$ cat src/rtl/nibble_stream_reader_if.sv
// nibble_stream_reader_if
//   Nibble-wide valid/ready stream between a nibble source and its consumer.
//   nib_valid : source has a nibble on nib_data awaiting acceptance
//   nib_ready : consumer accepts the current nibble this cycle
//   nib_data  : 4-bit payload, 0 whenever nib_valid is low
//   nib_last  : marks the final nibble of a request
//   master    : nibble source side
//   slave     : nibble consumer side
interface nibble_stream_reader_if;
  logic       nib_valid;
  logic       nib_ready;
  logic [3:0] nib_data;
  logic       nib_last;

  modport master (
    output nib_valid,
    output nib_data,
    output nib_last,
    input  nib_ready
  );

  modport slave (
    input  nib_valid,
    input  nib_data,
    input  nib_last,
    output nib_ready
  );
endinterface

$ cat src/rtl/nibble_stream_reader.sv
// nibble_stream_reader
//   On an enabled start in IDLE, snapshots NIBBLES 4-bit register values and
//   streams them out most-significant nibble first, one per accepted transfer.
//   Ports:
//     clk     : system clock, rising edge
//     clr     : synchronous active-high reset, aborts any stream in progress
//     enable  : qualifies start
//     start   : capture data_in and begin streaming (honoured only in IDLE)
//     data_in : 4*NIBBLES concatenated values, nibble NIBBLES-1 on top
//     nib     : nibble stream source (valid/ready/data/last)
//     busy    : high from the capture edge until DONE is left
//     done    : one-cycle pulse after the last nibble is accepted
module nibble_stream_reader #(
  parameter int NIBBLES = 4
) (
  input  logic                   clk,
  input  logic                   clr,
  input  logic                   enable,
  input  logic                   start,
  input  logic [4*NIBBLES-1:0]   data_in,
  nibble_stream_reader_if.master nib,
  output logic                   busy,
  output logic                   done
);

  // idx needs at least one bit even when only a single nibble is streamed.
  localparam int IDX_W = (NIBBLES > 1) ? $clog2(NIBBLES) : 1;
  localparam logic [IDX_W-1:0] LAST_IDX = IDX_W'(NIBBLES - 1);

  typedef enum logic [1:0] {
    IDLE = 2'd0,
    SEND = 2'd1,
    DONE = 2'd2
  } state_t;

  state_t                 state;
  logic [4*NIBBLES-1:0]   shadow;
  logic [IDX_W-1:0]       idx;
  logic [IDX_W-1:0]       idx_nxt;

  // Nibble at stream position i; position 0 is the most significant nibble.
  function automatic logic [3:0] nib_sel(input logic [4*NIBBLES-1:0] v,
                                         input logic [IDX_W-1:0]     i);
    return v[4*(NIBBLES-1-int'(i)) +: 4];
  endfunction

  assign idx_nxt = idx + IDX_W'(1);

  always_ff @(posedge clk) begin
    if (clr) begin
      state         <= IDLE;
      shadow        <= '0;
      idx           <= '0;
      nib.nib_valid <= 1'b0;
      nib.nib_data  <= 4'h0;
      nib.nib_last  <= 1'b0;
      busy          <= 1'b0;
      done          <= 1'b0;
    end else begin
      case (state)
        IDLE: begin
          nib.nib_valid <= 1'b0;
          nib.nib_data  <= 4'h0;
          nib.nib_last  <= 1'b0;
          busy          <= 1'b0;
          done          <= 1'b0;
          if (start && enable) begin
            // Present the first nibble straight from data_in so it shows
            // in the cycle right after the capture edge.
            state         <= SEND;
            shadow        <= data_in;
            idx           <= '0;
            nib.nib_valid <= 1'b1;
            nib.nib_data  <= nib_sel(data_in, IDX_W'(0));
            nib.nib_last  <= (LAST_IDX == IDX_W'(0));
            busy          <= 1'b1;
          end
        end

        SEND: begin
          if (nib.nib_valid && nib.nib_ready) begin
            if (idx == LAST_IDX) begin
              state         <= DONE;
              nib.nib_valid <= 1'b0;
              nib.nib_data  <= 4'h0;
              nib.nib_last  <= 1'b0;
              done          <= 1'b1;
            end else begin
              idx           <= idx_nxt;
              nib.nib_data  <= nib_sel(shadow, idx_nxt);
              nib.nib_last  <= (idx_nxt == LAST_IDX);
            end
          end
        end

        DONE: begin
          state <= IDLE;
          busy  <= 1'b0;
          done  <= 1'b0;
        end

        default: begin
          state         <= IDLE;
          nib.nib_valid <= 1'b0;
          nib.nib_data  <= 4'h0;
          nib.nib_last  <= 1'b0;
          busy          <= 1'b0;
          done          <= 1'b0;
        end
      endcase
    end
  end

endmodule
$ cat src/flat_wrapper.sv
// flat-port wrapper written by rule: the top's interface ports become plain ports
module nibble_stream_reader_flat 
#(
  parameter int NIBBLES = 4
)
  (clk, clr, enable, start, data_in, busy, done, nib_nib_valid, nib_nib_data, nib_nib_last, nib_nib_ready);
  nibble_stream_reader_if nib_i ();
  input  logic clk;
  input  logic clr;
  input  logic enable;
  input  logic start;
  input  logic [4*NIBBLES-1:0] data_in;
  output logic busy;
  output logic done;
  output wire logic [$bits(nib_i.nib_valid)-1:0] nib_nib_valid;
  output wire logic [$bits(nib_i.nib_data)-1:0] nib_nib_data;
  output wire logic [$bits(nib_i.nib_last)-1:0] nib_nib_last;
  input wire logic [$bits(nib_i.nib_ready)-1:0] nib_nib_ready;
  assign nib_nib_valid = nib_i.nib_valid;
  assign nib_nib_data = nib_i.nib_data;
  assign nib_nib_last = nib_i.nib_last;
  assign nib_i.nib_ready = nib_nib_ready;
  nibble_stream_reader #(.NIBBLES(NIBBLES)) u_core (.clk(clk), .clr(clr), .enable(enable), .start(start), .data_in(data_in), .nib(nib_i), .busy(busy), .done(done));
endmodule
$ cat config.mk
export PLATFORM = sky130hd
export DESIGN_NAME = nibble_stream_reader_flat
export DESIGN_NICKNAME = d
export VERILOG_FILES = /design/src/rtl/nibble_stream_reader_if.sv /design/src/rtl/nibble_stream_reader.sv /design/src/flat_wrapper.sv
export SDC_FILE = /design/constraint.sdc
export NUM_CORES = 1
export LEC_CHECK = 0
export ABC_AREA = 1
export BUFFER_PORTS_ARGS = -buffer_cell sky130_fd_sc_hd__buf_2
export CORE_MARGIN = 4
export CORE_UTILIZATION = 45
export CTS_CLUSTER_DIAMETER = 50
export DETAILED_ROUTE_END_ITERATION = 8
export GPL_ROUTABILITY_DRIVEN = 1
export GPL_TIMING_DRIVEN = 0
export PLACE_DENSITY = 0.69
export RECOVER_POWER = 25
export SETUP_SLACK_MARGIN = 0.02
export SLEW_MARGIN = 20
export SYNTH_ARGS = -nofsm -noshare
export SYNTH_HDL_FRONTEND = slang
export SYNTH_SLANG_ARGS = --single-unit
export TNS_END_PERCENT = 1
$ cat constraint.sdc
create_clock -name clk -period 2.4 [get_ports clk]
set_input_delay 0.24 -clock clk [delete_from_list [all_inputs] [get_ports clk]]
set_output_delay 0.24 -clock clk [all_outputs]
set_load 0.01 [all_outputs]
==> metrics.txt <==
final setup TNS 0 ns; Antenna diodes 0; Tcrit/Tclk final 0.701; Final Hold Fails 0; Slew @ Worst Pin 0.410 ns; total power 0.918 mW; Initial Utilization 0.486; Psw 0.281 mW; worst hold start clr; Remaining Overflow, GRT 0; first-pass GRT wire length 4.42 mm; Clk pin slew, worst setup/hold paths 0.14 ns; post-cts sizing count 0; RR Endpoint u_core.nib.nib_data[1]; post-DR wirelength/cell roughly 11 um; R2R setup slack 0.72 ns; WP depth 9; antenna violations before repair 0; Vias roughly 1200; WP data arrival 1.95 ns; syn_nets 198; register bit count reported by yosys 28; H-tree depth 1; outcome finished clean; Lkg Pwr 0.664 nW; CP peak stage delay 0.44 ns; average size of a mapped cell 7.13 sq um; # DRC 0; CP Cell Sequence clkinv_1 > ha_1 > inv_1 > nand3_1 > nand2_1 > nand2_1 > nand2_1 > nand2_1 > a21oi_1; Root Buffer clkbuf_4; cell count of the worst reg-to-reg path 9; Worst VDD drop 562 uV; register area share after synthesis 0.449; die area 0.00368 sq mm; Routed WL approximately 2.6 mm; CP Max Fanout 9; startpoint types register; Placer Congestion 0.803; Die Width 60.7 um; CTS Hold Bufs 0; WP buf/inv 2; slowest CP cell ha_1; CP Data Required Time 2.66 ns; mapped cell area 0.00125 sq mm; top-count cell post-synth nand2_1; Comb pwr share 0.236; Slew Viols, Final 0; maximum buffer depth of the clock tree 2; GRT Total Usage 0.158; crit end category register; Worst Hold Depth 2; clk_lat worst skew 0.32 ns; largest cells by area after synthesis dfxtp_1 45%, nand2_1 15%, a21oi_1 9.6%; Top FF cell, synth dfxtp_1; Hold Path End u_core.state[0]; antenna viol nets, final 0; placed cell area approximately 0.0014 sq mm; cell taking the most area after synthesis dfxtp_1; Worst Path Class, Setup register to register; vias in the first global route approximately 1100; Finish-stage setup viols 0; number of iterations in the first detailed-routing pass 4; EDFF count, synth 0; num rows 18; top cell type's share of synthesized area 0.449; Port Buffers 28; share of cells above drive strength 1 0.175; Synth Instances approximately 180; hold crit path type input port to register; CTS Buf Count 3; Netlist cell types 19; ys async rst share 0; setup bufs post-CTS 0; core area 0.00257 sq mm; Setup Skew 0.00349 ns; critical path's top delay family adder cells; Int Pwr 0.637 mW; Sw Ratio 0.306; hpwl dp 2.11 mm; minimum clock period 1.68 ns; Fmax achieved between 500 and 600 MHz; yosys warns 0; unrepaired setup endpoints after global routing no; PwrDens 641 mW/mm^2; largest net degree at the start of global routing 15; Flop pwr share 0.558; Final Instance Area 0.00143 sq mm; max_cap viols 0; fillers 269; Nets around 230; I/O Pins 29; r2r startpoint u_core.idx[0]; TritonCTS clock tree done; Area Growth Syn to Fin 14.7%; max_slew headroom 0.727; initial DRC count 41; Via density 4.97; clk sinks 28; Commonest cells post-synth 51 x nand2_1, 28 x dfxtp_1, 24 x a21oi_1; final core utilization 0.558; most used cell, CP nand2_1; Clock power frac 0.205; DIE HEIGHT 60.7 um
[cell type report]
type                    instances  area, sq um  area share
plain buffers                   6         27.5      0.0192
clock buffers                   3         22.5      0.0157
inverters                      28          105      0.0734
multi-input cells             113          547       0.382
flip-flops and latches         28          561       0.392
well taps                      30         37.5      0.0262
repair buffers                 28          131      0.0918
[metrics by stage]
| stage | hold WS [ns] | setup slack [ns] | cells |
|---|---|---|---|
| floorplan | 0.309 | 0.978 | 175 |
| global placement | 0.434 | 0.780 | 233 |
| detailed placement | 0.437 | 0.751 | 233 |
| CTS | 0.106 | 0.716 | 236 |
| global route | 0.101 | 0.512 | 236 |
| finish | 0.109 | 0.719 | 236 |
[layout by cell type (no fill, tap or decap), drive strengths merged]
cell type and n:
buf 25, nand2 53, clkinv 1, ha 2
a31oi 1, o21ai 16, inv 27, a21oi 24
nor2 6, nand4 1, clkbuf 12, dfxtp 28
a21boi 1, nand3 9
[flip-flops by register name (all words and copies together), names as in the netlist]
| signal | cells |
|---|---|
| u_core.busy | 1 |
| u_core.done | 1 |
| u_core.idx | 2 |
| u_core.nib.nib_data | 4 |
| u_core.nib.nib_last | 1 |
| u_core.nib.nib_valid | 1 |
| u_core.shadow | 16 |
| u_core.state | 2 |
[logic make-up after synthesis]
logic type,synth area share
compound gates,0.184
fa+ha+maj,0.0201
buf+inv,0.106
flops,0.449
simple gates,0.241
[metal layers]
metal,share of wire,vias to the layer above,global-route usage
met3,0.042,2,0.0468
met4,0.0061,0,0.0341
met2,0.49,21,0.284
li1,-,617,-
met1,0.46,534,0.185
met5,0,-,0
[power groups by stage]
stage / logic [mW] / registers (mW) / clock network, mW
5_1_grt: 0.251 / 0.516 / 0.208
4_1_cts: 0.223 / 0.513 / 0.193
3_3_place_gp: 0.217 / 0.522 / 0
3_5_place_dp: 0.222 / 0.523 / 0
2_1_floorplan: 0.158 / 0.524 / 0
6_report: 0.217 / 0.512 / 0.189
[how the worst max path moves through the flow]
stage             startpoint                     end  slack (ns)
2_1_floorplan  u_core.idx[0]  u_core.nib.nib_data[0]        0.98
5_1_grt        u_core.idx[0]  u_core.nib.nib_data[0]        0.51
3_5_place_dp   u_core.idx[0]  u_core.nib.nib_data[1]        0.75
3_3_place_gp   u_core.idx[0]  u_core.nib.nib_data[2]        0.78
4_1_cts        u_core.idx[0]  u_core.nib.nib_data[1]        0.72
6_report       u_core.idx[0]  u_core.nib.nib_data[1]        0.72
No activity file was read; power rests on OpenSTA's default activity.
